--- config.mk ---
export PLATFORM = sky130hd
export DESIGN_NAME = axi_lite_master
export DESIGN_NICKNAME = d
export VERILOG_FILES = /design/src/rtl/axi_lite_master.sv
export SDC_FILE = /design/constraint.sdc
export NUM_CORES = 1
export LEC_CHECK = 0
export CORE_MARGIN = 4
export CORE_UTILIZATION = 25
export CTS_CLUSTER_DIAMETER = 150
export CTS_CLUSTER_SIZE = 12
export DETAILED_ROUTE_END_ITERATION = 8
export GPL_TIMING_DRIVEN = 0
export HOLD_SLACK_MARGIN = 0.08
export PLACE_DENSITY = 0.49
export SETUP_SLACK_MARGIN = 0.15
export SLEW_MARGIN = 20
export SYNTH_ARGS = -nofsm -noshare
export SYNTH_HDL_FRONTEND = slang
export SYNTH_SLANG_ARGS = --single-unit
export TNS_END_PERCENT = 20
--- constraint.sdc ---
create_clock -name ACLK -period 5.6 [get_ports ACLK]
set_clock_uncertainty 0.15 [all_clocks]
set_input_delay 0.84 -clock ACLK [delete_from_list [all_inputs] [get_ports ACLK]]
set_output_delay 0.84 -clock ACLK [all_outputs]
set_load 0.01 [all_outputs]
--- src/rtl/axi_lite_master.sv ---
// axi_lite_master: single-outstanding AXI-Lite initiator behind a simple command/response port
module axi_lite_master #(
  parameter int ADDR_WIDTH = 32,
  parameter int DATA_WIDTH = 32
) (
  input  logic                  ACLK,
  input  logic                  ARESETN,
  input  logic                  cmd_valid,
  output logic                  cmd_ready,
  input  logic                  cmd_write,
  input  logic [ADDR_WIDTH-1:0] cmd_addr,
  input  logic [DATA_WIDTH-1:0] cmd_wdata,
  output logic                  rsp_valid,
  input  logic                  rsp_ready,
  output logic                  rsp_write,
  output logic [DATA_WIDTH-1:0] rsp_rdata,
  output logic [1:0]            rsp_resp,
  output logic [15:0]           err_count,
  output logic                  AWVALID,
  input  logic                  AWREADY,
  output logic [ADDR_WIDTH-1:0] AWADDR,
  output logic                  WVALID,
  input  logic                  WREADY,
  output logic [DATA_WIDTH-1:0] WDATA,
  input  logic                  BVALID,
  output logic                  BREADY,
  input  logic [1:0]            BRESP,
  output logic                  ARVALID,
  input  logic                  ARREADY,
  output logic [ADDR_WIDTH-1:0] ARADDR,
  input  logic                  RVALID,
  output logic                  RREADY,
  input  logic [DATA_WIDTH-1:0] RDATA,
  input  logic [1:0]            RRESP
);
  typedef enum logic [2:0] {IDLE, WR_AW_W, WR_B, RD_AR, RD_R, RSP} state_t;
  state_t state, state_n;
  logic cmd_ready_n, awvalid_n, wvalid_n, bready_n, arvalid_n, rready_n, rsp_valid_n, rsp_write_n;
  logic [ADDR_WIDTH-1:0] awaddr_n, araddr_n;
  logic [DATA_WIDTH-1:0] wdata_n, rsp_rdata_n;
  logic [1:0] rsp_resp_n;
  logic [15:0] err_count_n;
  logic capture;
  // next-state and next-output values; every output is a register fed from here
  always_comb begin
    state_n = state;
    cmd_ready_n = cmd_ready;
    awvalid_n = AWVALID;
    wvalid_n = WVALID;
    bready_n = BREADY;
    arvalid_n = ARVALID;
    rready_n = RREADY;
    rsp_valid_n = rsp_valid;
    rsp_write_n = rsp_write;
    awaddr_n = AWADDR;
    wdata_n = WDATA;
    araddr_n = ARADDR;
    rsp_rdata_n = rsp_rdata;
    rsp_resp_n = rsp_resp;
    capture = 1'b0;
    case (state)
      IDLE: begin
        cmd_ready_n = !(cmd_valid && cmd_ready);
        if (cmd_valid && cmd_ready) begin
          state_n = cmd_write ? WR_AW_W : RD_AR;
          awvalid_n = cmd_write;
          wvalid_n = cmd_write;
          arvalid_n = !cmd_write;
          awaddr_n = cmd_write ? cmd_addr : AWADDR;
          wdata_n = cmd_write ? cmd_wdata : WDATA;
          araddr_n = cmd_write ? ARADDR : cmd_addr;
        end
      end
      WR_AW_W: begin
        awvalid_n = AWVALID && !AWREADY;
        wvalid_n = WVALID && !WREADY;
        if (!awvalid_n && !wvalid_n) begin
          state_n = WR_B;
          bready_n = 1'b1;
        end
      end
      WR_B: if (BVALID && BREADY) begin
        state_n = RSP;
        bready_n = 1'b0;
        rsp_valid_n = 1'b1;
        rsp_write_n = 1'b1;
        rsp_rdata_n = '0;
        rsp_resp_n = BRESP;
        capture = 1'b1;
      end
      RD_AR: if (ARREADY) begin
        state_n = RD_R;
        arvalid_n = 1'b0;
        rready_n = 1'b1;
      end
      RD_R: if (RVALID && RREADY) begin
        state_n = RSP;
        rready_n = 1'b0;
        rsp_valid_n = 1'b1;
        rsp_write_n = 1'b0;
        rsp_rdata_n = RDATA;
        rsp_resp_n = RRESP;
        capture = 1'b1;
      end
      RSP: if (rsp_ready) begin
        state_n = IDLE;
        rsp_valid_n = 1'b0;
        cmd_ready_n = 1'b1;
      end
      default: state_n = IDLE;
    endcase
    err_count_n = (capture && rsp_resp_n != 2'b00 && err_count != 16'hFFFF) ? err_count + 16'd1 : err_count;
  end
  // state and output registers; reset drops any in-flight transaction
  always_ff @(posedge ACLK or negedge ARESETN)
    if (!ARESETN) begin
      state <= IDLE;
      cmd_ready <= 1'b0;
      AWVALID <= 1'b0;
      WVALID <= 1'b0;
      BREADY <= 1'b0;
      ARVALID <= 1'b0;
      RREADY <= 1'b0;
      rsp_valid <= 1'b0;
      rsp_write <= 1'b0;
      AWADDR <= '0;
      WDATA <= '0;
      ARADDR <= '0;
      rsp_rdata <= '0;
      rsp_resp <= 2'b00;
      err_count <= 16'd0;
    end else begin
      state <= state_n;
      cmd_ready <= cmd_ready_n;
      AWVALID <= awvalid_n;
      WVALID <= wvalid_n;
      BREADY <= bready_n;
      ARVALID <= arvalid_n;
      RREADY <= rready_n;
      rsp_valid <= rsp_valid_n;
      rsp_write <= rsp_write_n;
      AWADDR <= awaddr_n;
      WDATA <= wdata_n;
      ARADDR <= araddr_n;
      rsp_rdata <= rsp_rdata_n;
      rsp_resp <= rsp_resp_n;
      err_count <= err_count_n;
    end
endmodule
# Word level (Yosys, flattened, before mapping)
# Cells that the tools add are included.
# totals
ff_bits	157
latch_bits	0
mem_bits_rw	0
romBits	0
inputBits	110
out_inout_bits	154
n_memories	0
# classes
addsub	1
mul	0
div_mod_pow	0
order_cmp	0
eq_ne	12
shift	0
n_mux	36
bitwise_logic	1
reduce_logical	33
# op_table
operator	count
$mux W32	2
$pmux W32 S2	1
$mux W3	6
$pmux W3 S6	1
$reduce_and A3 Y1	6
$add A16 B1 Y16 const B	1
$ne A16 B16 Y1 const B	1
$pmux W1 S2	8
$reduce_bool A2 Y1	7
$mux W1	13
$ne A2 B2 Y1 const B	6
$logic_and A1 B1 Y1	8
$eq A3 B2 Y1 const B	2
$eq A3 B3 Y1 const B	2
$logic_not A1 Y1	6
$mux W2	3
$reduce_and A6 Y1	1
$pmux W2 S2	1
$reduce_and A2 Y1	2
$reduce_and A4 Y1	1
$eq A3 B1 Y1 const B	1
$logic_not A3 Y1	1
$pmux W1 S3	1
$reduce_bool A3 Y1	1
$not A1 Y1	1

# Depth between registers and ports, before layout
# Gate-level depths: netlist (run 1).
# depth
word_depth	6
ltp_mapped	8

# Worst setup path before layout (run 1)
# Ideal clock, no wire load.
# synth_timing
kind	input to register
from	in BVALID
to	reg state[0]
setup_ns	0.125
arrival_ns	1.912
t_required_ns	5.325
slack_ns	3.413
cell_stages	4
n_path_buf	0
path_cell_list	and3_1 > or3_1 > a21oi_1 > mux2_2
# synth_via
elab_chain_cells	3
# synth_rtl
item	line_no	source
from (decl)	25	input logic BVALID,
$logic_and A1 B1 Y1	82	WR_B: if (BVALID && BREADY) begin
$ne A2 B2 Y1 (no source line)	n/a	
$reduce_and A6 Y1 (no source line)	n/a	
to (signal assigned)	133	state <= state_n;
to (decl)	37	state_t state, state_n;
# No other way between the ends.
# A chain may end at the register's enable or synchronous reset.

# Worst setup path after layout (run 1)
# layout_timing
from	in cmd_valid
to	reg ARADDR[12]
# layout_via
elab_chain_cells	2
# layout_rtl
item	line_no	source
from (decl)	8	input logic cmd_valid,
$logic_and A1 B1 Y1	64	if (cmd_valid && cmd_ready) begin
$reduce_and A3 Y1 (no source line)	n/a	
to (signal assigned)	144	ARADDR <= araddr_n;
to (decl)	30	output logic [ADDR_WIDTH-1:0] ARADDR,
# No other way between the ends.

==> results of run 1 <==
[routing by layer]
layer | global-route usage | vias to the layer above | wire, um
li1 | - | 2249 | -
met1 | 0.161 | 2374 | 7780
met2 | 0.221 | 174 | 8950
met3 | 0.0554 | 17 | 1610
met4 | 0.0388 | 0 | 284
met5 | 0 | - | 0
[flip-flops by register name, summed over array words and instances, names as in the netlist]
name and cells:
rsp_rdata 32, RREADY 1, WVALID 1, err_count 16, AWADDR 32, ARVALID 1, ARADDR 32, cmd_ready 1
BREADY 1, rsp_valid 1, WDATA 32, state 3, rsp_write 1, AWVALID 1, rsp_resp 2
[worst paths after layout]
check                                             from                   endpoint  slack [ps]  cells past startpoint
worst max-delay path                         cmd_valid     ARADDR[12]$_DFFE_PN0P_        2940                      7
worst min-delay path                           ARESETN  rsp_rdata[24]$_DFFE_PN0P_         180                      1
worst max register to register    state[0]$_DFFE_PN0P_     ARADDR[12]$_DFFE_PN0P_        3220                      6
worst min register to register  AWADDR[31]$_DFFE_PN0P_     AWADDR[31]$_DFFE_PN0P_         350                      1
max in group asynchronous                      ARESETN     AWADDR[11]$_DFFE_PN0P_        4500                      2
min in group ACLK               AWADDR[31]$_DFFE_PN0P_     AWADDR[31]$_DFFE_PN0P_         350                      1
[cells by family after synthesis]
logic type | Yosys count | share of synthesized area
compound gates | 59 | 0.0603
xor+xnor | 14 | 0.0194
fa+ha+maj | 1 | 0.00198
buf+inv | 62 | 0.0435
flops | 157 | 0.621
mux | 100 | 0.178
simple gates | 92 | 0.0763
[worst reg2reg max path, stage by stage, from the launching register on]
cell and delay [ps]:
dfrtp_1 350, buf_2 170, nor2_1 280, nand2_1 240
nor2_2 340, buf_2 350, mux2_2 380
[cells in the final DEF, fill, tap and decap left out, types with 2 or more instances in the layout]
| master | count |
|---|---|
| inv_1 | 39 |
| nand4_1 | 7 |
| buf_16 | 2 |
| and3_1 | 9 |
| nand3_1 | 40 |
| o21ai_0 | 39 |
| dfrtp_1 | 157 |
| nand2b_1 | 2 |
| mux2_2 | 99 |
| clkbuf_1 | 9 |
| o22ai_1 | 3 |
| bufinv_16 | 2 |
| inv_6 | 7 |
| a211oi_1 | 2 |
| inv_8 | 3 |
| nor2_1 | 5 |
| and2_1 | 2 |
| buf_2 | 10 |
| clkdlybuf4s50_1 | 262 |
| nor3_1 | 2 |
| xnor2_1 | 13 |
| buf_6 | 4 |
| nand2_1 | 19 |
| a22oi_1 | 2 |
| a21oi_1 | 3 |
| and4_1 | 2 |
| clkinv_2 | 2 |
| clkbuf_16 | 17 |
[cells in the mapped netlist]
library cell	count	area [um^2]
a22oi_1	2	15.0
nor3_1	2	10.0
nand4_1	7	43.8
o211ai_1	1	7.51
or2_4	1	8.76
o21bai_1	1	7.51
o22ai_1	3	18.8
o21ai_0	39	195
and4_1	2	17.5
o21a_1	1	7.51
o22a_1	1	8.76
nand2b_1	2	12.5
nand3_1	40	200
xor2_1	1	8.76
ha_1	1	12.5
a2bb2oi_4	1	26.3
and3_1	9	56.3
xnor2_1	13	114
nor3b_4	1	18.8
mux2_2	99	1110
buf_6	4	45.0
and2_1	2	12.5
a31o_2	1	8.76
a31oi_1	1	6.26
clkbuf_1	9	33.8
nand2_1	19	71.3
mux2_1	1	11.3
or3_1	1	6.26
a211oi_1	2	15.0
o2111ai_4	1	26.3
nor2_1	5	18.8
a21oi_4	1	16.3
inv_1	39	146
buf_2	10	50.1
dfrtp_1	157	3930
a21oi_1	3	15.0
nor2_2	1	6.26
a21boi_0	1	7.51
[layout make-up]
cell class,count,area (um^2),area share
multi-input cells,266,2130,0.212
flip-flops and latches,157,3930,0.392
repair buffers,265,2690,0.269
well taps,324,405,0.0404
clock buffers,17,425,0.0424
inverters,39,146,0.0146
plain buffers,23,129,0.0129
clock inverters,15,173,0.0172
[power by group through the flow]
stage               sequential [mW]  combinational [mW]  clock [mW]
floorplan                      1.16             0.00193           0
global placement               1.16               0.107           0
detailed placement             1.16               0.113           0
CTS                            1.13               0.114        1.24
global route                   1.13               0.122        1.29
finish                         1.13               0.111        1.19
[through the flow]
step	cell area, um^2	std cells	total power, mW	setup slack, ps	TNS [ps]
floorplan	6330	485	1.16	3410	0
global placement	9370	1072	1.26	-2960	-463100
detailed placement	9430	1074	1.27	2430	0
CTS	10000	1106	2.49	2930	0
global route	10000	1106	2.54	2780	0
finish	10000	1106	2.44	2940	0
==> impl_metrics.csv, run 1 <==
group,metric,value,unit
floorplanning,die-area,27900,um^2
floorplanning,die_y,167,um
setup_path,crit_buf_inv,2,
status,status,"completed",
setup_path,start_kind,"primary input",
setup_path,cp.required,5750,ps
yosys,synth_cell_types,38,
setup_path,cpPeakStageDelay,450,ps
cts,clk_pin_slew,70,ps
run,drv_cap,0,
yosys,synth-seq-cells,157,
global_route,grt_pass1_vias,5335,
setup_path,crit_arrival,2820,ps
timing,hold_viol_final,0,
finish,antenna_cells,0,
placement,io_buffers,263,
global_route,grt_pass1_wl,29800,um
finish,final_layout_size_suffix_gt1_frac,0.198,
global_route,antenna_found_initial,0,
power_and_ir_drop,p_leak,4.61,nW
yosys,synth_cells,485,
yosys,synth_nets,596,
cts,cts_tree,"done",
power_and_ir_drop,comb_power_share,0.046,
timing,max-slew-margin-rel,0.589,
routing,firstDrtPassIters,4,
floorplanning,chipWidth,167,um
power_and_ir_drop,p_per_area,243,nW/um^2
yosys,syn_area,6330,um^2
power_and_ir_drop,clkPwrFrac,0.489,
timing,worst_pin_slew,616,ps
setup_path,crit_path_max_fanout,10,
setup_path,crit_path_cell_trace,"clkdlybuf4s50_1 -> nand2_1 -> nor2_1 -> nand2_1 -> nor2_2 -> buf_2 -> mux2_2",
timing,min_period,2660,ps
global_route,grt_overflow,0,
timing,final_max_slew_viol_count,0,
routing,drtIter0Drc,254,
min_path,min_path_type,"in -> async",
yosys,synth-seq-area-share,0.621,
yosys,yosysWarnings,0,
floorplanning,ios,264,
cts,clk_path_buf_depth,2,
setup_path,crit_family,"buffers and inverters",
cts,clk_latency,420,ps
finish,syn_to_final_growth,58.4,%
setup_path,cpMaxStageDelayCell,"clkdlybuf4s50_1",
floorplanning,core,24600,um^2
placement,dp_hpwl,14000,um
setup_path,crit_type,"in -> reg",
power_and_ir_drop,p_seq_frac,0.465,
global_route,grt_start_max_net_pins,60,
cts,htreeDepth,4,
cts,root_buffer,"clkbuf_16",
routing,antenna_left,0,
cts,post_cts_buffers,0,
finish,fin_util,0.407,
routing,vias_per_cell,4.35,
cts,cts_sinks,157,
cts,cts_buffers,17,
routing,totalWireLength,18600,um
power_and_ir_drop,p_int,1.88,mW
placement,gp_congestion,0.750,
yosys,avgSynthCellArea,13.1,um^2
routing,routedWlPerCell,16.8,um
finish,num-fill-cells,2379,
routing,vias,4814,
finish,nets,880,
floorplanning,row_count,57,
timing,setup_viol,0,
timing,fin_crit_sh,0.476,
floorplanning,initial_core_util,0.257,
setup_path,cpMostUsedCell,"nand2_1",
cts,cts_resized,0,
power_and_ir_drop,peakVddDrop,0.168,mV
power_and_ir_drop,p_sw_frac,0.229,
power_and_ir_drop,p_switching,0.558,mW
routing,drc,0,
setup_path,cp-end-kind,"flop",
timing,rsz0062_at_grt,"no",
global_route,grt_usage,0.134,
timing,fmax,0.375,GHz
cts,cts_hold_buffers,0,
timing,holdWs,180,ps
No activity file was read; power rests on OpenSTA's default activity.
==> inputs of run 2 (changes only) <==
clock period = 2.7 ns   (was 5.6 ns; I/O delays follow)
==> run 2 against run 1 <==
  * Routed wire length about the same
  * Core utilization increased by 0.061 points
  * Sequential share of layout area decreased by 0.059 points
  * Combinational power increased by 110%
  * Sequential cell count unchanged
  * Clock power increased by 110%
  * Count of clock-buffer cells in the layout unchanged
  * Critical path type is now reg -> reg
==> impl_metrics.csv, run 2 (same netlist as run 1, synthesis figures left out) <==
group,metric,value,unit
status,status,"completed",
timing,fin_crit_sh,0.846,
cts,cts_buffers,17,
timing,hold_viol_final,0,
floorplanning,ios,264,
floorplanning,die-area,27900,um^2
power_and_ir_drop,p_leak,4.61,nW
power_and_ir_drop,p_per_area,503,nW/um^2
routing,antenna_left,0,
global_route,grt_pass1_vias,5335,
floorplanning,die_y,167,um
finish,nets,881,
setup_path,r2r-end,"ARADDR[12]$_DFFE_PN0P_",
routing,totalWireLength,18600,um
power_and_ir_drop,peakVddDrop,0.349,mV
setup_path,rr_startpoint,"state[0]$_DFFE_PN0P_",
setup_path,cp.required,2850,ps
global_route,grt_overflow,0,
floorplanning,core,24600,um^2
floorplanning,row_count,57,
cts,cts_tree,"done",
placement,dp_hpwl,14000,um
setup_path,cp-end-kind,"flop",
setup_path,crit_path_cell_trace,"buf_2 -> nor2_1 -> nand2_1 -> nor2_4 -> buf_2 -> mux2_2",
cts,clk_pin_slew,70,ps
timing,min_period,2280,ps
global_route,grt_usage,0.134,
cts,post_cts_buffers,0,
routing,routedWlPerCell,16.8,um
setup_path,cpMostUsedCell,"buf_2",
timing,setup_viol,0,
finish,syn_to_final_growth,58.6,%
floorplanning,initial_core_util,0.257,
setup_path,crit_type,"reg -> reg",
placement,post_dp_cell_area,9430,um^2
timing,rsz0062_at_grt,"no",
setup_path,reg2reg_slack,420,ps
global_route,grt_start_max_net_pins,60,
cts,clk_latency,420,ps
finish,final_cell_mix,"clkdlybuf4s50_1 (262), dfrtp_1 (157), mux2_2 (99)",
finish,num-fill-cells,2377,
routing,vias,4795,
setup_path,cpMaxStageDelayCell,"mux2_2",
run,drv_cap,0,
floorplanning,chipWidth,167,um
routing,firstDrtPassIters,4,
timing,setup-tns-final,0,ps
timing,final_max_slew_viol_count,0,
setup_path,crit_arrival,2440,ps
cts,htreeDepth,4,
min_path,min_path_type,"in -> async",
finish,stdcell_area,10000,um^2
finish,final_layout_size_suffix_gt1_frac,0.198,
timing,fmax,0.438,GHz
cts,root_buffer,"clkbuf_16",
placement,io_buffers,263,
setup_path,crit_family,"simple AND/OR/NAND/NOR gates",
cts,clk_path_buf_depth,2,
setup_path,cpPeakStageDelay,370,ps
routing,drtIter0Drc,194,
routing,drc,0,
cts,cts_sinks,157,
setup_path,start_kind,"flop",
routing,vias_per_cell,4.33,
global_route,antenna_found_initial,0,
setup_path,r2r_cells,6,
global_route,grt_pass1_wl,29800,um
finish,antenna_cells,0,
setup_path,crit_buf_inv,2,
timing,max-slew-margin-rel,0.589,
setup_path,crit_path_max_fanout,10,
finish,layout_commonest_cell,"clkdlybuf4s50_1",
timing,worst_pin_slew,616,ps
placement,gp_congestion,0.750,
run 2: cell count changes in the layout (fill, tap and decap cells not counted):
cell	change
dlygate4sd3_1	+1
nor2_2	-1
nor2_4	+1
run 2: per-stage QoR:
stage	utilization	setup WS, ps	power (mW)	hold WS, ps	cells
floorplan	-	777	2.40	-40.6	485
global placement	0.381	-5420	2.62	336	1072
detailed placement	0.383	-36.4	2.63	200	1074
CTS	0.408	280	5.16	335	1107
global route	0.408	257	5.27	364	1107
finish	0.408	416	5.06	341	1107
run 2: worst max-delay path by stage:
stage	startpoint	end	slack, ps	cells past startpoint
global placement	ARESETN	WDATA[11]$_DFFE_PN0P_	-5420	1
floorplan	err_count[0]$_DFFE_PN0P_	err_count[1]$_DFFE_PN0P_	780	5
detailed placement	cmd_valid	ARADDR[20]$_DFFE_PN0P_	-40	7
global route	state[0]$_DFFE_PN0P_	ARADDR[29]$_DFFE_PN0P_	260	6
CTS	state[0]$_DFFE_PN0P_	ARADDR[26]$_DFFE_PN0P_	280	6
finish	state[0]$_DFFE_PN0P_	ARADDR[12]$_DFFE_PN0P_	420	6
run 2: cell type report:
| type | instances | area, um^2 | share of cell area |
|---|---|---|---|
| sequential | 157 | 3930 | 0.391 |
| timing repair buffer | 266 | 2700 | 0.269 |
| multi-input combinational | 266 | 2130 | 0.212 |
| clock buffer | 17 | 425 | 0.0424 |
| tap | 324 | 405 | 0.0404 |
| clock inverter | 15 | 173 | 0.0172 |
| inverter | 39 | 146 | 0.0146 |
| buffer | 23 | 129 | 0.0128 |
run 2: where the power goes:
group	internal (mW)	switching [mW]	total (mW)
sequential	2.35	0	2.35
combinational	0.150	0.0828	0.233
clock	1.40	1.07	2.47
total	3.90	1.15	5.06
run 2: what timing repair did:
action / in CTS / in global routing
endpoints found under the hold margin: 47 / 0
setup endpoints to repair: 0 / 7
hold buffers: 1 / 0
gates resized for setup: 0 / 1
run 2: metal layers:
metal / vias up / GRT usage / share of wire
li1: 2250 / - / -
met1: 2360 / 0.161 / 0.42
met2: 168 / 0.221 / 0.48
met3: 17 / 0.0552 / 0.084
met4: 0 / 0.0388 / 0.015
met5: - / 0 / 0
==> inputs of run 3 (changes only) <==
clock period = 2.19 ns   (was 2.7 ns; I/O delays follow)
==> run 3 against run 2 <==
  * Core utilization grew 0.41 points
  * First-iteration DRC count grew 6.2%
  * Final cell count grew 0.63%
  * Die area is the same
  * Worst hold slack lost 76 ps
  * Sequential power grew 23%
  * Register-to-register slack lost 220 ps
  * Power grew 23%
  * Design area grew 1.0%
  * Critical path depth shrank 5
  * Sequential share of layout area shrank 0.39 points
  * Count of clock-buffer cells in the layout is the same
  * Largest cell class unchanged
==> impl_metrics.csv, run 3 (same netlist as run 1, synthesis figures left out) <==
group,metric,value,unit
setup_path,crit_path_max_fanout,8,
floorplanning,die-area,27900,um^2
power_and_ir_drop,p_int,4.81,mW
run,drv_cap,0,
routing,firstDrtPassIters,4,
cts,clk_latency,420,ps
cts,clk_pin_slew,70,ps
routing,totalWireLength,18800,um
timing,fmax,0.497,GHz
power_and_ir_drop,peakVddDrop,0.431,mV
floorplanning,initial_core_util,0.257,
routing,antenna_left,0,
global_route,grt_overflow,0,
finish,antenna_cells,0,
power_and_ir_drop,p_switching,1.43,mW
setup_path,reg2reg_slack,200,ps
floorplanning,die_y,167,um
global_route,grt_usage,0.134,
status,status,"completed",
timing,rsz0062_at_grt,"yes",
power_and_ir_drop,p_sw_frac,0.229,
finish,syn_to_final_growth,60.2,%
cts,cts_sinks,157,
global_route,grt_pass1_wl,29900,um
finish,num-fill-cells,2369,
setup_path,cp.required,1710,ps
placement,gp_congestion,0.750,
setup_path,crit_type,"reg -> out",
setup_path,r2r_cells,6,
routing,drc,0,
timing,worst_pin_slew,620,ps
routing,routedWlPerCell,16.9,um
power_and_ir_drop,comb_power_share,0.046,
timing,min_period,2010,ps
min_path,min_path_type,"in -> async",
setup_path,crit_family,"buffers and inverters",
global_route,antenna_found_initial,0,
finish,nets,888,
cts,cts_buffers,17,
cts,htreeDepth,4,
timing,fin_crit_sh,0.919,
floorplanning,chipWidth,167,um
power_and_ir_drop,p_seq_frac,0.464,
setup_path,cpMaxStageDelayCell,"clkdlybuf4s50_1",
setup_path,cpPeakStageDelay,600,ps
power_and_ir_drop,clkPwrFrac,0.489,
floorplanning,row_count,57,
power_and_ir_drop,p_leak,4.65,nW
routing,vias_per_cell,4.36,
placement,post_dp_cell_area,9430,um^2
finish,stdcell_area,10100,um^2
global_route,grt_pass1_vias,5348,
global_route,grt_start_max_net_pins,60,
placement,dp_worst_setup_slack,-470,ps
placement,dp_hpwl,14000,um
setup_path,cp-end-kind,"primary output",
setup_path,crit_buf_inv,1,
timing,hold_viol_final,0,
timing,max-slew-margin-rel,0.586,
cts,cts_tree,"done",
finish,layout_commonest_cell,"clkdlybuf4s50_1",
finish,final_cell_mix,"clkdlybuf4s50_1 (262), dfrtp_1 (157), mux2_2 (99)",
timing,fin_ws,177,ps
routing,vias,4861,
setup_path,start_kind,"flop",
floorplanning,core,24600,um^2
setup_path,crit_arrival,1530,ps
power_and_ir_drop,p_per_area,615,nW/um^2
timing,final_max_slew_viol_count,0,
cts,clk_path_buf_depth,2,
placement,io_buffers,263,
routing,drtIter0Drc,206,
floorplanning,ios,264,
finish,fin_util,0.412,
setup_path,path_depth,1,
timing,setup_viol,0,
cts,root_buffer,"clkbuf_16",
finish,final_layout_size_suffix_gt1_frac,0.216,
setup_path,crit_path_cell_trace,"clkdlybuf4s50_1",
## run 3: cell types whose count changed in the layout (fill, tap and decap cells not counted), sizes merged
cell	delta
clkbuf	+1
buf	+5
a2bb2oi	+1
## run 3: routing by layer
metal,vias up,share of wire,global-route usage
met5,-,0,0
met4,0,0.015,0.0388
met3,17,0.084,0.0552
met2,172,0.48,0.222
met1,2404,0.42,0.161
li1,2268,-,-
## run 3: power groups by stage
stage	logic, mW	clock network [mW]	registers (mW)
3_5_place_dp	0.290	0	2.95
5_1_grt	0.315	3.29	2.90
4_1_cts	0.295	3.17	2.90
2_1_floorplan	0.00494	0	2.95
3_3_place_gp	0.273	0	2.96
6_report	0.288	3.05	2.90
## run 3: timing repair
action | 4_1_cts | 5_1_grt
cloned | 0 | 1
setup endpoints to repair | 132 | 108
buffers inserted | 2 | 4
gates resized for setup | 8 | 10
hold endpoints to repair | 157 | 0
pin swaps | 2 | 2
hold buffers | 1 | 0
## run 3: cell type report
| cell class | instances | area [um^2] | area share |
|---|---|---|---|
| inverter | 39 | 146 | 0.0144 |
| timing repair buffer | 272 | 2750 | 0.271 |
| clock buffer | 17 | 425 | 0.0419 |
| tap | 324 | 405 | 0.0400 |
| multi-input combinational | 267 | 2170 | 0.214 |
| buffer | 23 | 143 | 0.0141 |
| sequential | 157 | 3930 | 0.387 |
| clock inverter | 15 | 173 | 0.0170 |
## run 3: stage by stage
stage | power [mW] | setup TNS, ps | instances | hold slack [ps]
2_1_floorplan | 2.96 | 0 | 485 | -117
3_3_place_gp | 3.23 | -940470 | 1072 | 336
3_5_place_dp | 3.24 | -24560 | 1074 | 123
4_1_cts | 6.36 | 0 | 1109 | 258
5_1_grt | 6.50 | 0 | 1114 | 287
6_report | 6.24 | 0 | 1114 | 265
## run 3: final timing paths
check,start,endpoint
max in group asynchronous,ARESETN,AWADDR[11]$_DFFE_PN0P_
min in group ACLK,RDATA[13],rsp_rdata[13]$_DFFE_PN0P_
setup / recovery,err_count[2]$_DFFE_PN0P_,err_count[2]
hold reg to reg,AWADDR[31]$_DFFE_PN0P_,AWADDR[31]$_DFFE_PN0P_
setup reg to reg,state[0]$_DFFE_PN0P_,err_count[9]$_DFFE_PN0P_
hold / removal,ARESETN,rsp_rdata[24]$_DFFE_PN0P_
